`src/rtl/code_hold_decoder_pkg.sv`:
```
// Shared definitions for the priority-encoder / hold-decoder pair.
//   CODE_W, IDX_W, N_OUT, CODE_VALID_BIT : encoded word layout {valid, idx[1:0]}
//   state_e                               : decoder FSM states
//   decode_idx()                          : index to one-hot conversion
package code_hold_decoder_pkg;

    localparam int CODE_W         = 3;
    localparam int IDX_W          = 2;
    localparam int N_OUT          = 4;
    localparam int CODE_VALID_BIT = 2;

    typedef enum logic {
        IDLE = 1'b0,
        HOLD = 1'b1
    } state_e;

    function automatic logic [N_OUT-1:0] decode_idx(input logic [IDX_W-1:0] idx);
        logic [N_OUT-1:0] onehot;
        onehot      = '0;
        onehot[idx] = 1'b1;
        return onehot;
    endfunction

endpackage

```
`src/rtl/code_hold_decoder_hold_timer.sv`:
```
// Loadable down-counter with a zero flag.
//   clk, rst : clock and asynchronous active-high reset
//   load     : reload the counter with HOLD_CYCLES-1
//   cnt_zero : counter currently equals zero
// The counter stops at zero; it only leaves zero through a load.
module code_hold_decoder_hold_timer #(
    parameter int unsigned HOLD_CYCLES = 4
) (
    input  logic clk,
    input  logic rst,
    input  logic load,
    output logic cnt_zero
);

    localparam int CNT_W = (HOLD_CYCLES > 1) ? $clog2(HOLD_CYCLES) : 1;
    localparam logic [CNT_W-1:0] LOAD_VAL = CNT_W'(HOLD_CYCLES - 1);

    logic [CNT_W-1:0] cnt_q;
    logic [CNT_W-1:0] cnt_d;

    always_comb begin
        cnt_d = cnt_q;
        if (load) begin
            cnt_d = LOAD_VAL;
        end else if (cnt_q != '0) begin
            cnt_d = cnt_q - 1'b1;
        end
    end

    always_ff @(posedge clk or posedge rst) begin
        if (rst) begin
            cnt_q <= '0;
        end else begin
            cnt_q <= cnt_d;
        end
    end

    assign cnt_zero = (cnt_q == '0);

endmodule

```
`src/rtl/code_hold_decoder.sv`:
```
// Decodes an encoded word {valid, idx[1:0]} to a one-hot output and holds it
// asserted for HOLD_CYCLES cycles (pulse stretching for indicator drive).
//   clk, rst   : clock and asynchronous active-high reset
//   in_valid   : a code is presented
//   in_ready   : block can accept a code this cycle (from state/counter only)
//   code       : bit2 = valid flag, bits1:0 = index
//   onehot     : registered decoded output, held while in HOLD
//   out_valid  : registered, high while onehot is nonzero
//   null_pulse : registered one-cycle pulse when a code with bit2=0 is accepted
//
// Handshake: a code is accepted at a rising edge where in_valid && in_ready.
// in_ready never depends on in_valid, and code is sampled only on acceptance.
module code_hold_decoder
    import code_hold_decoder_pkg::*;
#(
    parameter int unsigned HOLD_CYCLES = 4
) (
    input  logic              clk,
    input  logic              rst,
    input  logic              in_valid,
    output logic              in_ready,
    input  logic [CODE_W-1:0] code,
    output logic [N_OUT-1:0]  onehot,
    output logic              out_valid,
    output logic              null_pulse
);

    state_e            state_q;
    state_e            state_d;
    logic [N_OUT-1:0]  onehot_q;
    logic [N_OUT-1:0]  onehot_d;
    logic              out_valid_q;
    logic              out_valid_d;
    logic              null_pulse_q;
    logic              null_pulse_d;
    logic              timer_load;
    logic              cnt_zero;
    logic              accept;

    code_hold_decoder_hold_timer #(
        .HOLD_CYCLES(HOLD_CYCLES)
    ) u_hold_timer (
        .clk     (clk),
        .rst     (rst),
        .load    (timer_load),
        .cnt_zero(cnt_zero)
    );

    // In HOLD the last counted cycle is also an accept window, so a new code
    // can follow the current one with no zero gap on onehot.
    assign in_ready = (state_q == IDLE) || cnt_zero;
    assign accept   = in_valid && in_ready;

    always_comb begin
        state_d      = state_q;
        onehot_d     = onehot_q;
        out_valid_d  = out_valid_q;
        null_pulse_d = 1'b0;
        timer_load   = 1'b0;

        if (accept) begin
            if (code[CODE_VALID_BIT]) begin
                state_d     = HOLD;
                onehot_d    = decode_idx(code[IDX_W-1:0]);
                out_valid_d = 1'b1;
                timer_load  = 1'b1;
            end else begin
                state_d      = IDLE;
                onehot_d     = '0;
                out_valid_d  = 1'b0;
                null_pulse_d = 1'b1;
            end
        end else if ((state_q == HOLD) && cnt_zero) begin
            state_d     = IDLE;
            onehot_d    = '0;
            out_valid_d = 1'b0;
        end
    end

    always_ff @(posedge clk or posedge rst) begin
        if (rst) begin
            state_q      <= IDLE;
            onehot_q     <= '0;
            out_valid_q  <= 1'b0;
            null_pulse_q <= 1'b0;
        end else begin
            state_q      <= state_d;
            onehot_q     <= onehot_d;
            out_valid_q  <= out_valid_d;
            null_pulse_q <= null_pulse_d;
        end
    end

    assign onehot     = onehot_q;
    assign out_valid  = out_valid_q;
    assign null_pulse = null_pulse_q;

endmodule

```
`config.mk`:
```
export PLATFORM = sky130hd
export DESIGN_NAME = code_hold_decoder
export DESIGN_NICKNAME = d
export VERILOG_FILES = /design/src/rtl/code_hold_decoder_pkg.sv /design/src/rtl/code_hold_decoder_hold_timer.sv /design/src/rtl/code_hold_decoder.sv
export SDC_FILE = /design/constraint.sdc
export NUM_CORES = 1
export LEC_CHECK = 0
export ABC_CLOCK_PERIOD_IN_PS = 2400
export CORE_AREA = 3 3 40 42
export DETAILED_ROUTE_END_ITERATION = 12
export DIE_AREA = 0 0 43 45
export PLACE_DENSITY = 0.51
export SYNTH_ARGS = -nofsm -noshare
export SYNTH_HDL_FRONTEND = slang
export SYNTH_HIERARCHICAL = 1
export SYNTH_SLANG_ARGS = --single-unit
```
`constraint.sdc`:
```
create_clock -name clk -period 2.4 [get_ports clk]
set_clock_uncertainty 0.05 [all_clocks]
set_input_delay 0.24 -clock clk [delete_from_list [all_inputs] [get_ports clk]]
set_output_delay 0.24 -clock clk [all_outputs]
set_load 0.05 [all_outputs]
```
### Yosys cells after proc, flatten, opt, wreduce, memory -nomap -nowiden

Index checks and enable logic that the tools add are counted.

* output and inout bits: 7
* bits in registers: 8
* word-level logic and storage cells: 29
* input port bits: 6

* order comparisons: 2
* add/sub/neg operators: 1
* reduce and logical (&&, ||, !) cells: 8
* multiplexer cells: 13
* bitwise gates (word level): 1

Operators by type and width (count)
* $mux 4: 3
* $mux 1: 7
* $reduce_bool 2->1: 3
* $mux 2: 2
* $logic_and 1x1->1: 3
* $lt 2x3->1 const B: 1
* $demux 1 s2: 1
* $ge 2x1->1 const B: 1
* $logic_not 2->1: 1
* $sub 2x1->2 const B: 1
* $logic_or 1x1->1: 1
* $not 1->1: 1

### Logic depth before layout (Yosys ltp)

* depth in word-level cells: 6
* depth in mapped cells: 5
* gate-level depth less buffers: 5

### By module

Netlist, hierarchy kept.

By module, submodules not included
* code_hold_decoder: cells an instance 20, sequential area each 150.1 um2, area an instance 254.0 um2, instances 1
* code_hold_decoder_hold_timer: cells an instance 11, sequential area each 50.0 um2, area an instance 108.9 um2, instances 1

### Least setup slack after synthesis

OpenSTA, ideal clock, no wires.

* kind: reg2reg
* from: register out_valid (netlist name)
* to: register onehot_q[0], in the netlist onehot[0]
* setup slack: 0.893 ns
* library setup time: 0.122 ns
* period minus slack after synthesis: 1.507 ns
* arrival time: 1.335 ns
* data required time: 2.228 ns
* buffers on the path: 0
* stages on the path, launching flop included: 4
* cell sequence: dfrtp_1 nand2b_4 nor2b_4 a32o_1

RTL lines
* end signal, assigned: line code_hold_decoder.sv:88 `onehot_q <= onehot_d;`
* end, declared: line code_hold_decoder.sv:30 `logic [N_OUT-1:0] onehot_q;`

### Final worst setup path

* from: register u_hold_timer.cnt_q[0]
* to: output port in_ready

* longest elaborated chain between the ends: 2

RTL lines
* start, declared: line code_hold_decoder_hold_timer.sv:18 `logic [CNT_W-1:0] cnt_q;`
* start signal, assigned: line code_hold_decoder_hold_timer.sv:34 `cnt_q <= cnt_d;`
* $logic_not 2->1: line code_hold_decoder_hold_timer.sv:38 `assign cnt_zero = (cnt_q == '0);`
* net cnt_zero: line code_hold_decoder.sv:37 `logic cnt_zero;`
* $logic_or 1x1->1: line code_hold_decoder.sv:51 `assign in_ready = (state_q == IDLE) || cnt_zero;`
* end, declared: line code_hold_decoder.sv:21 `output logic in_ready,`

The timed path passes the listed nets, and every way through them passes these cells.

==> flow_summary.ini <==
[outcome]
status = finished clean

[cells_and_area]
antenna_cells = 0
area_delta_synth_final_pct = 44.5
drive_gt1_frac = 0.109
nets = 55
fill_cells = 129

[yosys]
synth.area.top_cells = dfrtp_1, a32o_1, inv_1
yosysMostFrequentCell = dfrtp_1
synth-edff-count = 0
netlist_instances = 31
synth_top_cell_area_share = 0.552
async_flop_share = 1.00
syn-cell-area_um2 = 363
yosys_register_bits = 8
synth_flop_cell = dfrtp_1
ys_warn_count = 6
synth_common_cells = dfrtp_1, inv_1, a32o_1
post_synth.cell_area_avg_um2 = 11.7
ys_seq_area_frac = 0.552
synth_largest_area_cell = dfrtp_1
ys_types = 12
syn_nets = 38

[timing]
worstMarginPinSlew_ns = 0.505
setup_viol = 0
finalSetupTns_ns = 0
fin_crit_sh = 0.918
hold_viol = 0
rsz0062_at_grt = no
max_clock_freq_mhz = 454
slew_violations = 0
period_minus_slack_ns = 2.20
worst_slew_margin_rel = 0.662

[setup_path]
worst_ep_required_time_ns = 2.11
crit_slowest_cell = clkdlybuf4s50_1
critPathCaptureType = output pin
critPathMaxStageDelay_ns = 0.80
critPathMaxFanout = 5
crit_chain = inv_1, ha_1, nand2b_4, clkdlybuf4s50_1
start_kind = flop
worst-endpoint-arrival_ns = 1.91
worstSetupPathType = flop to output pin

[global_route]
grt_usage = 0.0974
antenna_found_initial = 0
grt_overflow_total = 0
grt_first_pass_wirelength_um = 1320
grt_max_degree = 7
grt_pass1_vias = 326

[power]
power.density_nw_per_um2 = 1400
totalPowerFinal_uw = 734
leakagePower_uw = 0.000257
vdd_ir_drop_max_mv = 0.529

[route]
drt_iter0_drc = 6
postRouteAntennaNets = 0
drt_pass1_iterations = 2
totalWireLength_um = 748
post_drt_via_cell_ratio = 4.54
drc = 0
vias = 277
wire_per_inst_um = 12.3

[clock_network]
cts_tree = yes
cts.sinks = 8
numCtsBuffers = 3
cts_buffer_depth = 2
ctsHoldBuffers = 0
cts.root.buffer_cell = clkbuf_4
clock_latency_ns = 0.25
cts_resized = 0
clk_pin_slew_worst_paths_ns = 0.05
h-tree-depth = 1
post-cts-setup-buffers = 0

[place]
portBuffers = 12
gp_congestion = 0.688
dp_hpwl_um = 606

[die]
die_w_um = 43
placeableCoreArea_um2 = 1280
initial_core_util = 0.282
num_rows = 13
pin_count = 13
die_h_um = 45
fp.dieArea_um2 = 1940

[run]
maxCapViolCount = 0

[min_path]
hold_path.class = input pin to async pin
==> per-stage QoR <==
| stage | worst slack (ns) | utilization | std cells | area (µm²) | hold slack [ns] |
|---|---|---|---|---|---|
| 2_1_floorplan | 0.893 | - | 31 | 363 | -0.0688 |
| 3_3_place_gp | 0.492 | 0.390 | 58 | 502 | 0.388 |
| 3_5_place_dp | 0.435 | 0.390 | 58 | 502 | 0.390 |
| 4_1_cts | 0.161 | 0.408 | 61 | 524 | 0.132 |
| 5_1_grt | 0.0991 | 0.408 | 61 | 524 | 0.153 |
| 6_report | 0.198 | 0.408 | 61 | 524 | 0.135 |
==> cells by family (layout without fill, tap and decap cells) <==
logic type                 after synthesis  after routing  share of synthesized area
muxes                                    1              1                     0.0276
buffers and inverters                    6             21                     0.0621
xor gates and xnor gates                 1              1                     0.0241
DFF                                      8              8                      0.552
adders and majority gates                1              1                     0.0345
AOI/OAI and AO/OA                        5              5                      0.131
and+or+nand+nor                          9              9                      0.169
==> final cells by class <==
class	count	area, µm²	share of cell area
inverters	6	22.5	0.0430
clock buffers	3	22.5	0.0430
repair buffers	12	120	0.229
well taps	15	18.8	0.0358
multi-input cells	17	140	0.267
flip-flops and latches	8	200	0.382
==> worst max-delay path, delay by kind of cell (launching register included) <==
family / cells / cell delay (ns)
buf+inv: 2 / 0.86
simple gates: 1 / 0.18
flops: 1 / 0.38
fa+ha+maj: 1 / 0.25
==> worst paths after layout <==
path | startpoint | endpoint | slack, ns | cells past startpoint
min in group clk | onehot[1] | onehot[1] | 0.45 | 1
max in group asynchronous | rst | onehot[0] | 1.90 | 2
setup reg to reg | u_hold_timer/cnt_q[0] | onehot[0] | 1.01 | 5
hold reg to reg | onehot[1] | onehot[1] | 0.45 | 1
setup / recovery | u_hold_timer/cnt_q[0] | in_ready | 0.20 | 4
hold / removal | rst | u_hold_timer/cnt_q[1] | 0.13 | 2
==> cells in the final DEF (no fill, tap or decap) <==
master           netlist  final
clkdlybuf4s50_1        0     12
dfrtp_1                8      8
inv_1                  6      6
a32o_1                 4      4
nand2_1                3      3
clkbuf_4               0      3
nand2b_1               3      3
nand2b_4               1      1
nor2b_4                1      1
mux2i_1                1      1
nor2_1                 1      1
a21o_1                 1      1
xor2_1                 1      1
ha_1                   1      1
==> state kept, by name, indices dropped and copies added (netlist names) <==
name and count:
null_pulse 1, onehot 4, u_hold_timer/cnt_q 2, out_valid 1
==> where the power goes <==
part           total, µW  switching [µW]  internal (µW)
registers            219            33.4            186
clock network       96.9            40.0           56.8
logic                418             250            168
total                734             324            410
==> per-layer routing <==
metal / GRT usage / vias up / routed length, µm
li1: - / 133 / -
met1: 0.0988 / 126 / 297
met2: 0.147 / 14 / 339
met3: 0.0478 / 4 / 87
met4: 0.0904 / 0 / 24
met5: 0 / - / 0
No activity file was read; power rests on OpenSTA's default activity.
